[src/rtl/exec_pkg.sv]
// exec_pkg: shared state, opcode-class and datapath control encodings for the execution sequencer
package exec_pkg;
  typedef enum logic [2:0] {S_IDLE, S_FETCH_A, S_FETCH_B, S_EXEC, S_WRITE, S_FLAGS, S_DONE} state_t;
  localparam logic [1:0] OP_RR = 2'd0, OP_RI = 2'd1, OP_ADDR = 2'd2, OP_FLAG = 2'd3;
  localparam logic [1:0] BUF_NONE = 2'd0, BUF_A = 2'd1, BUF_B = 2'd2;
  localparam logic [1:0] MISC_BUS = 2'd0, MISC_ARITH = 2'd1, MISC_LOGIC = 2'd2, MISC_FLAGS = 2'd3;
  localparam logic [1:0] BRS_ADDR_LO = 2'd0, BRS_ADDR_HI = 2'd1, BRS_DATA_IN = 2'd2, BRS_DATA_OUT = 2'd3;
  localparam logic BRS_DRIVE = 1'b1;
  localparam logic [1:0] CY_FLAG = 2'd0, CY_A7 = 2'd1, CY_ONE = 2'd2, CY_ZERO = 2'd3;
  typedef struct packed {
    logic [1:0] op_class;
    logic [1:0] src_a;
    logic [1:0] src_b;
    logic [2:0] dst_sel;
    logic [3:0] alu_op;
    logic       alu_mode;
    logic [1:0] cy_mode;
    logic [1:0] word_sel;
  } uop_t;
  typedef struct packed {
    logic [3:0] alu_opcode;
    logic       alu_m;
    logic [1:0] cy_sel;
    logic [1:0] buff_sel;
    logic [2:0] byte_reg_sel;
    logic [1:0] misc;
    logic [1:0] word_reg_sel;
    logic [2:0] wb_sel;
    logic       wb_en;
    logic       flag_latch_en;
    logic       stfr;
  } ctl_t;
endpackage

[src/rtl/exec_ctl_decode.sv]
// exec_ctl_decode: combinational map from sequencer state and micro-op fields to datapath controls
module exec_ctl_decode
  import exec_pkg::*;
(
  input  state_t st,
  input  uop_t   uop,
  output ctl_t   ctl
);
  always_comb begin
    ctl = '0;
    case (st)
      S_FETCH_A: begin
        ctl.byte_reg_sel = {BRS_DRIVE, uop.src_a};
        ctl.buff_sel = BUF_A;
      end
      S_FETCH_B: begin
        ctl.byte_reg_sel = {BRS_DRIVE, (uop.op_class == OP_RI) ? BRS_DATA_IN : uop.src_b};
        ctl.buff_sel = BUF_B;
      end
      S_EXEC, S_WRITE: begin
        ctl.alu_opcode = uop.alu_op;
        ctl.alu_m = uop.alu_mode;
        ctl.cy_sel = uop.cy_mode;
        ctl.misc = uop.alu_mode ? MISC_LOGIC : MISC_ARITH;
        ctl.word_reg_sel = (uop.op_class == OP_ADDR) ? uop.word_sel : 2'd0;
        ctl.wb_en = (st == S_WRITE);
        ctl.wb_sel = (st == S_WRITE) ? uop.dst_sel : 3'd0;
      end
      S_FLAGS: begin
        ctl.misc = MISC_FLAGS;
        ctl.flag_latch_en = 1'b1;
        ctl.stfr = (uop.op_class == OP_FLAG);
      end
      default: ;
    endcase
  end
endmodule

[src/rtl/exec_sequencer.sv]
// exec_sequencer: steps the execution datapath through fetch/exec/write-back/flag phases per micro-op
module exec_sequencer
  import exec_pkg::*;
(
  input  logic       clk,
  input  logic       nReset,
  input  logic       start,
  input  logic [1:0] opClass,
  input  logic [2:0] srcA,
  input  logic [2:0] srcB,
  input  logic [2:0] dstSel,
  input  logic [3:0] aluOp,
  input  logic       aluMode,
  input  logic [1:0] cyMode,
  input  logic       setFlags,
  input  logic [1:0] wordSel,
  output logic       busy,
  output logic       done,
  output logic [3:0] ALUOpecode,
  output logic       ALU_M,
  output logic [1:0] cySelector,
  output logic [1:0] buffSel,
  output logic [2:0] byteRegSelector,
  output logic [1:0] misc,
  output logic [1:0] wordRegSelector,
  output logic [2:0] writeBackSel,
  output logic       writeBackEnable,
  output logic       flagLatchEn,
  output logic       stfr
);
  state_t state, next_state;
  uop_t uop_q, uop_d;
  ctl_t ctl_d, ctl_q;
  logic set_flags_q;
  logic accept;
  assign accept = (state == S_IDLE) && start;
  assign uop_d = accept ? {opClass, 2'(srcA), 2'(srcB), dstSel, aluOp, aluMode, cyMode, wordSel} : uop_q;
  always_comb begin
    next_state = state;
    case (state)
      S_IDLE:    next_state = start ? S_FETCH_A : S_IDLE;
      S_FETCH_A: next_state = (uop_q.op_class == OP_FLAG) ? S_FLAGS : S_FETCH_B;
      S_FETCH_B: next_state = S_EXEC;
      S_EXEC:    next_state = S_WRITE;
      S_WRITE:   next_state = (uop_q.op_class != OP_ADDR && set_flags_q) ? S_FLAGS : S_DONE;
      S_FLAGS:   next_state = S_DONE;
      default:   next_state = S_IDLE;
    endcase
  end
  exec_ctl_decode u_decode (.st(next_state), .uop(uop_d), .ctl(ctl_d));
  always_ff @(posedge clk or negedge nReset) begin
    if (!nReset) begin
      state <= S_IDLE;
      uop_q <= '0;
      set_flags_q <= 1'b0;
      ctl_q <= '0;
      busy <= 1'b0;
      done <= 1'b0;
    end else begin
      state <= next_state;
      uop_q <= uop_d;
      set_flags_q <= accept ? setFlags : set_flags_q;
      ctl_q <= ctl_d;
      busy <= (next_state != S_IDLE);
      done <= (next_state == S_DONE);
    end
  end
  assign ALUOpecode = ctl_q.alu_opcode;
  assign ALU_M = ctl_q.alu_m;
  assign cySelector = ctl_q.cy_sel;
  assign buffSel = ctl_q.buff_sel;
  assign byteRegSelector = ctl_q.byte_reg_sel;
  assign misc = ctl_q.misc;
  assign wordRegSelector = ctl_q.word_reg_sel;
  assign writeBackSel = ctl_q.wb_sel;
  assign writeBackEnable = ctl_q.wb_en;
  assign flagLatchEn = ctl_q.flag_latch_en;
  assign stfr = ctl_q.stfr;
endmodule

[config.mk]
export PLATFORM = sky130hd
export DESIGN_NAME = exec_sequencer
export DESIGN_NICKNAME = d
export VERILOG_FILES = /design/src/rtl/exec_pkg.sv /design/src/rtl/exec_ctl_decode.sv /design/src/rtl/exec_sequencer.sv
export SDC_FILE = /design/constraint.sdc
export NUM_CORES = 1
export LEC_CHECK = 0
export ABC_CLOCK_PERIOD_IN_PS = 1850
export CORE_UTILIZATION = 45
export DETAILED_ROUTE_END_ITERATION = 12
export PLACE_DENSITY = 0.76
export SYNTH_ARGS = -nofsm -noshare
export SYNTH_HDL_FRONTEND = slang
export SYNTH_SLANG_ARGS = --single-unit
[constraint.sdc]
create_clock -name clk -period 1.85 [get_ports clk]
set_input_delay 0.37 -clock clk [delete_from_list [all_inputs] [get_ports clk]]
set_output_delay 0.37 -clock clk [all_outputs]
set_load 0.005 [all_outputs]
# Yosys cells after proc, flatten, opt, wreduce, memory -nomap -nowiden
# Index checks and enable logic that the tools add are counted.
[op_classes]
n_eq_ne = 16
n_reduce_logical = 5
n_mux = 14
[op_table]
columns = ["op", "count"]
rows = [
  ["$mux 18", 1],
  ["$pmux 3 s6", 1],
  ["$eq 3x3->1 const B", 5],
  ["$eq 3x2->1 const B", 4],
  ["$mux 2", 5],
  ["$pmux 5 s2", 1],
  ["$mux 7", 1],
  ["$eq 2x2->1 const B", 3],
  ["$eq 3x1->1 const B", 2],
  ["$mux 3", 2],
  ["$mux 6", 1],
  ["$pmux 2 s2", 1],
  ["$logic_not 3->1", 1],
  ["$reduce_bool 3->1", 1],
  ["$eq 2x1->1 const B", 1],
  ["$logic_and 1x1->1", 2],
  ["$ne 2x2->1 const B", 1],
  ["$reduce_or 2->1", 1],
  ["$mux 1", 1],
]
[totals]
in_bits = 24
reg_bits = 46
word_cells = 58
output_inout_bits = 24

# Depth between registers and ports, before layout
[logic_depth]
depth_word = 7
depth_mapped = 4
ltp_nobuf = 3

# By module
# Synthesis repeated with hierarchy kept, for this count alone.
[unflattened]
hier_cells = 131
area_unflattened_um2 = 1816.7
[by_module_without_submodules]
columns = ["module", "instances", "area_per_inst_um2", "cells_each", "seq_area_each_um2"]
rows = [
  ["exec_sequencer", 1, 1590.3, 98, 1151.1],
  ["exec_ctl_decode", 1, 226.5, 33, 0.0],
]

# Worst setup path before layout
# OpenSTA, ideal clock, no wires.
[synth_path]
path_kind = "register to register"
start = "register state[2]"
end = "register uop_q[10] (netlist name)"
stages_incl_launch_ff = 4
t_required_ns = 1.725
period_less_slack_ns = 1.588
setup_ns = 0.125
n_path_buf = 1
setup_slack_ns = 0.262
arrival_time_ns = 1.463
path_cell_list = "dfrtp_1 -> nor4b_4 -> buf_6 -> mux2_2"
[synth_lines]
columns = ["item", "line", "text"]
rows = [
  ["start: declaration", "exec_sequencer.sv:31", "state_t state, next_state;"],
  ["start signal: assignment", "exec_sequencer.sv:60", "state <= next_state;"],
  ["end signal: assignment", "exec_sequencer.sv:61", "uop_q <= uop_d;"],
  ["end: declaration", "exec_sequencer.sv:32", "uop_t uop_q, uop_d;"],
]

==> impl_metrics.ini <==
[run_status]
outcome = completed

[clock_tree]
hold_buffers = 0
cts-resized-gates = 0
cts_tree = done
clock_sinks = 44
cts_inserted_buffers = 5
clk_pin_slew_worst_paths_ns = 0.08
cts_buffer_depth = 2
htree_levels = 2
cts_setup_buffers = 0
cts-root-buf = clkbuf_8
worstSkewPairLatency_ns = 0.29

[floorplan]
die_x_um = 63.4
die-area_mm2 = 0.00402
initial_core_util_pct = 48.9
pin_count = 48
coreArea_mm2 = 0.00347
die_h_um = 63.4
rows = 21

[finish]
drive_above_1_share_pct = 18.3
diodes = 0
fin_cells = 232
fillCellCount = 263
final_util_pct = 68.0
fin_nets = 209
multi_input_area_um2 = 549
register_area_mm2 = 0.00110
area_delta_synth_final_pct = 39.0
fin_area_mm2 = 0.00236
layout_common_cells = dfrtp_1 (44), clkdlybuf4s50_1 (44), mux2_2 (13), nand2_1 (8)

[yosys]
syn-num-nets = 153
syn-instance-count = 129
synth_top_area_share_pct = 64.9
ys_seq_area_share_pct = 64.9
avgSynthCellArea_um2 = 13.2
syn_area_mm2 = 0.00170
yosys_warnings = 0
synthTopCellsByArea = dfrtp_1 (65%), mux2_2 (8.6%), and2_1 (2.6%)
synth_area_leader_cell = dfrtp_1
synth-seq-cells = 44
synth.distinct_cells = 29

[sta]
fin_crit_sh_pct = 88.3
rsz0062_at_grt = no
skew_ns = 0.00432
setup_viol = 0
drv_slew = 0
relSlewSlack_pct = 64.9
max_clock_freq_ghz = 0.612
hold_violations = 0
tightest_slew_ns = 0.527
final.min_clock_period_ns = 1.63

[route]
viasPerCell = 4.99
dr.pass1.iters = 4
ant_nets = 0
drtIter0Drc = 52
drc = 0
drt-total-wl_um = 3130
vias = 1158
wl_per_cell_um = 13.5

[grt]
grt_pass1_wl_um = 5430
grt_overflow = 0
grt_usage_pct = 18.1
grt_pass1_vias = 1201
grt_max_degree = 45
grt_antenna_before_repair = 0

[critical_path]
critPathBufInv = 4
path_cells = clkdlybuf4s50_1, nor4b_4, buf_4, buf_12, buf_12, or3_1, a22oi_1
r2r_cells = 4
worstSetupPathType = input pin to register
cp.depth = 7
cp.arrival_ns = 1.84
worstSetupEndpointType = register
slowest_stage = clkdlybuf4s50_1
worstPathMaxFanout = 8
crit_path_frequent_cell = buf_12
critPathTopFamily = buffers and inverters
startpoint_type = input pin
required_ns = 2.06
max_stage_delay_ns = 0.45

[flow_run]
cap_violations = 0

[power_and_ir_drop]
p_per_area_mw_per_mm2 = 1490
intPower_mw = 2.45
leakage_nw = 1.07
p_clk_share_pct = 17.4
peakVddDrop_uv = 843
netSwitchingPower_mw = 1.06
swShare_pct = 30.3
combinationalPowerShare_pct = 38.8
seqPwrFrac_pct = 43.8

[placed_design]
dp.cells = 224
portBuffers = 45
dp_hpwl_um = 2230
gp_congestion = 0.734
place_area_mm2 = 0.00226

[min_path]
hold_path.class = input pin to asynchronous set/reset pin
==> Yosys cell counts, drive strengths merged <==
cell type,instances
o21a,1
nor2b,4
nor2,1
nor3b,3
dfrtp,44
a21oi,3
o21ai,7
nor3,2
clkbuf,3
nand3b,1
and3b,2
inv,5
nand3,5
mux2,15
a31o,1
or3,1
nor4b,1
o311ai,1
a32o,1
a22oi,1
and2,7
nand2,8
and3,6
buf,2
a211oi,1
o211ai,1
nand2b,2
==> stage by stage <==
step	TNS (ns)	worst slack, ns	total power [mW]	hold slack (ns)
after floorplan	0	0.262	2.27	0.0744
after CTS	0	0.228	3.54	0.151
after global routing	0	0.194	3.75	0.187
after global placement	-0.168	-0.0594	2.85	0.460
final	0	0.217	3.51	0.140
after detailed placement	-0.314	-0.0761	2.92	0.465
==> worst paths after layout <==
kind,to,slack [ns],start
min in group clk,ALUOpecode[3],0.48,uop_q[8]
max in group asynchronous,uop_q[0],1.35,nReset
worst max register to register,wordRegSelector[1],0.34,state[2]
worst min-delay path,uop_q[12],0.14,nReset
worst max-delay path,stfr,0.22,start
worst min register to register,ALUOpecode[3],0.48,uop_q[8]
==> power groups by stage <==
stage	clock network [mW]	registers (mW)	logic, mW
2_1_floorplan	0	1.55	0.721
3_3_place_gp	0	1.54	1.31
3_5_place_dp	0	1.56	1.36
4_1_cts	0.626	1.54	1.37
5_1_grt	0.672	1.58	1.49
6_report	0.611	1.54	1.36
==> kinds of logic after synthesis <==
logic type	Yosys count	share of synthesized area (%)
AND/OR/NAND/NOR	43	15.6
flip-flops	44	64.9
AO/OA/AOI/OAI	17	6.34
buffers and inverters	10	2.73
multiplexers	15	10.4
==> metal layers <==
metal	routed length [um]	GRT usage [%]	part of all wire, %
met1	1360	21.9	43
met2	1570	29.3	50
met5	0	0	0
met3	142	5.25	4.5
met4	55	9.09	1.8
==> registers in the layout, indices dropped and copies added, names as in the netlist, 2 cells and up <==
signal / count
cySelector: 2
buffSel: 2
ALUOpecode: 4
byteRegSelector: 3
uop_q: 16
misc: 2
wordRegSelector: 2
writeBackSel: 3
state: 3
==> area by class of cell <==
class	count	area share, %
flip-flops and latches	44	46.7
multi-input cells	75	23.3
repair buffers	54	22.8
clock buffers	7	3.66
well taps	46	2.44
inverters	5	0.796
clock inverters	1	0.318
No activity file was read; power rests on OpenSTA's default activity.
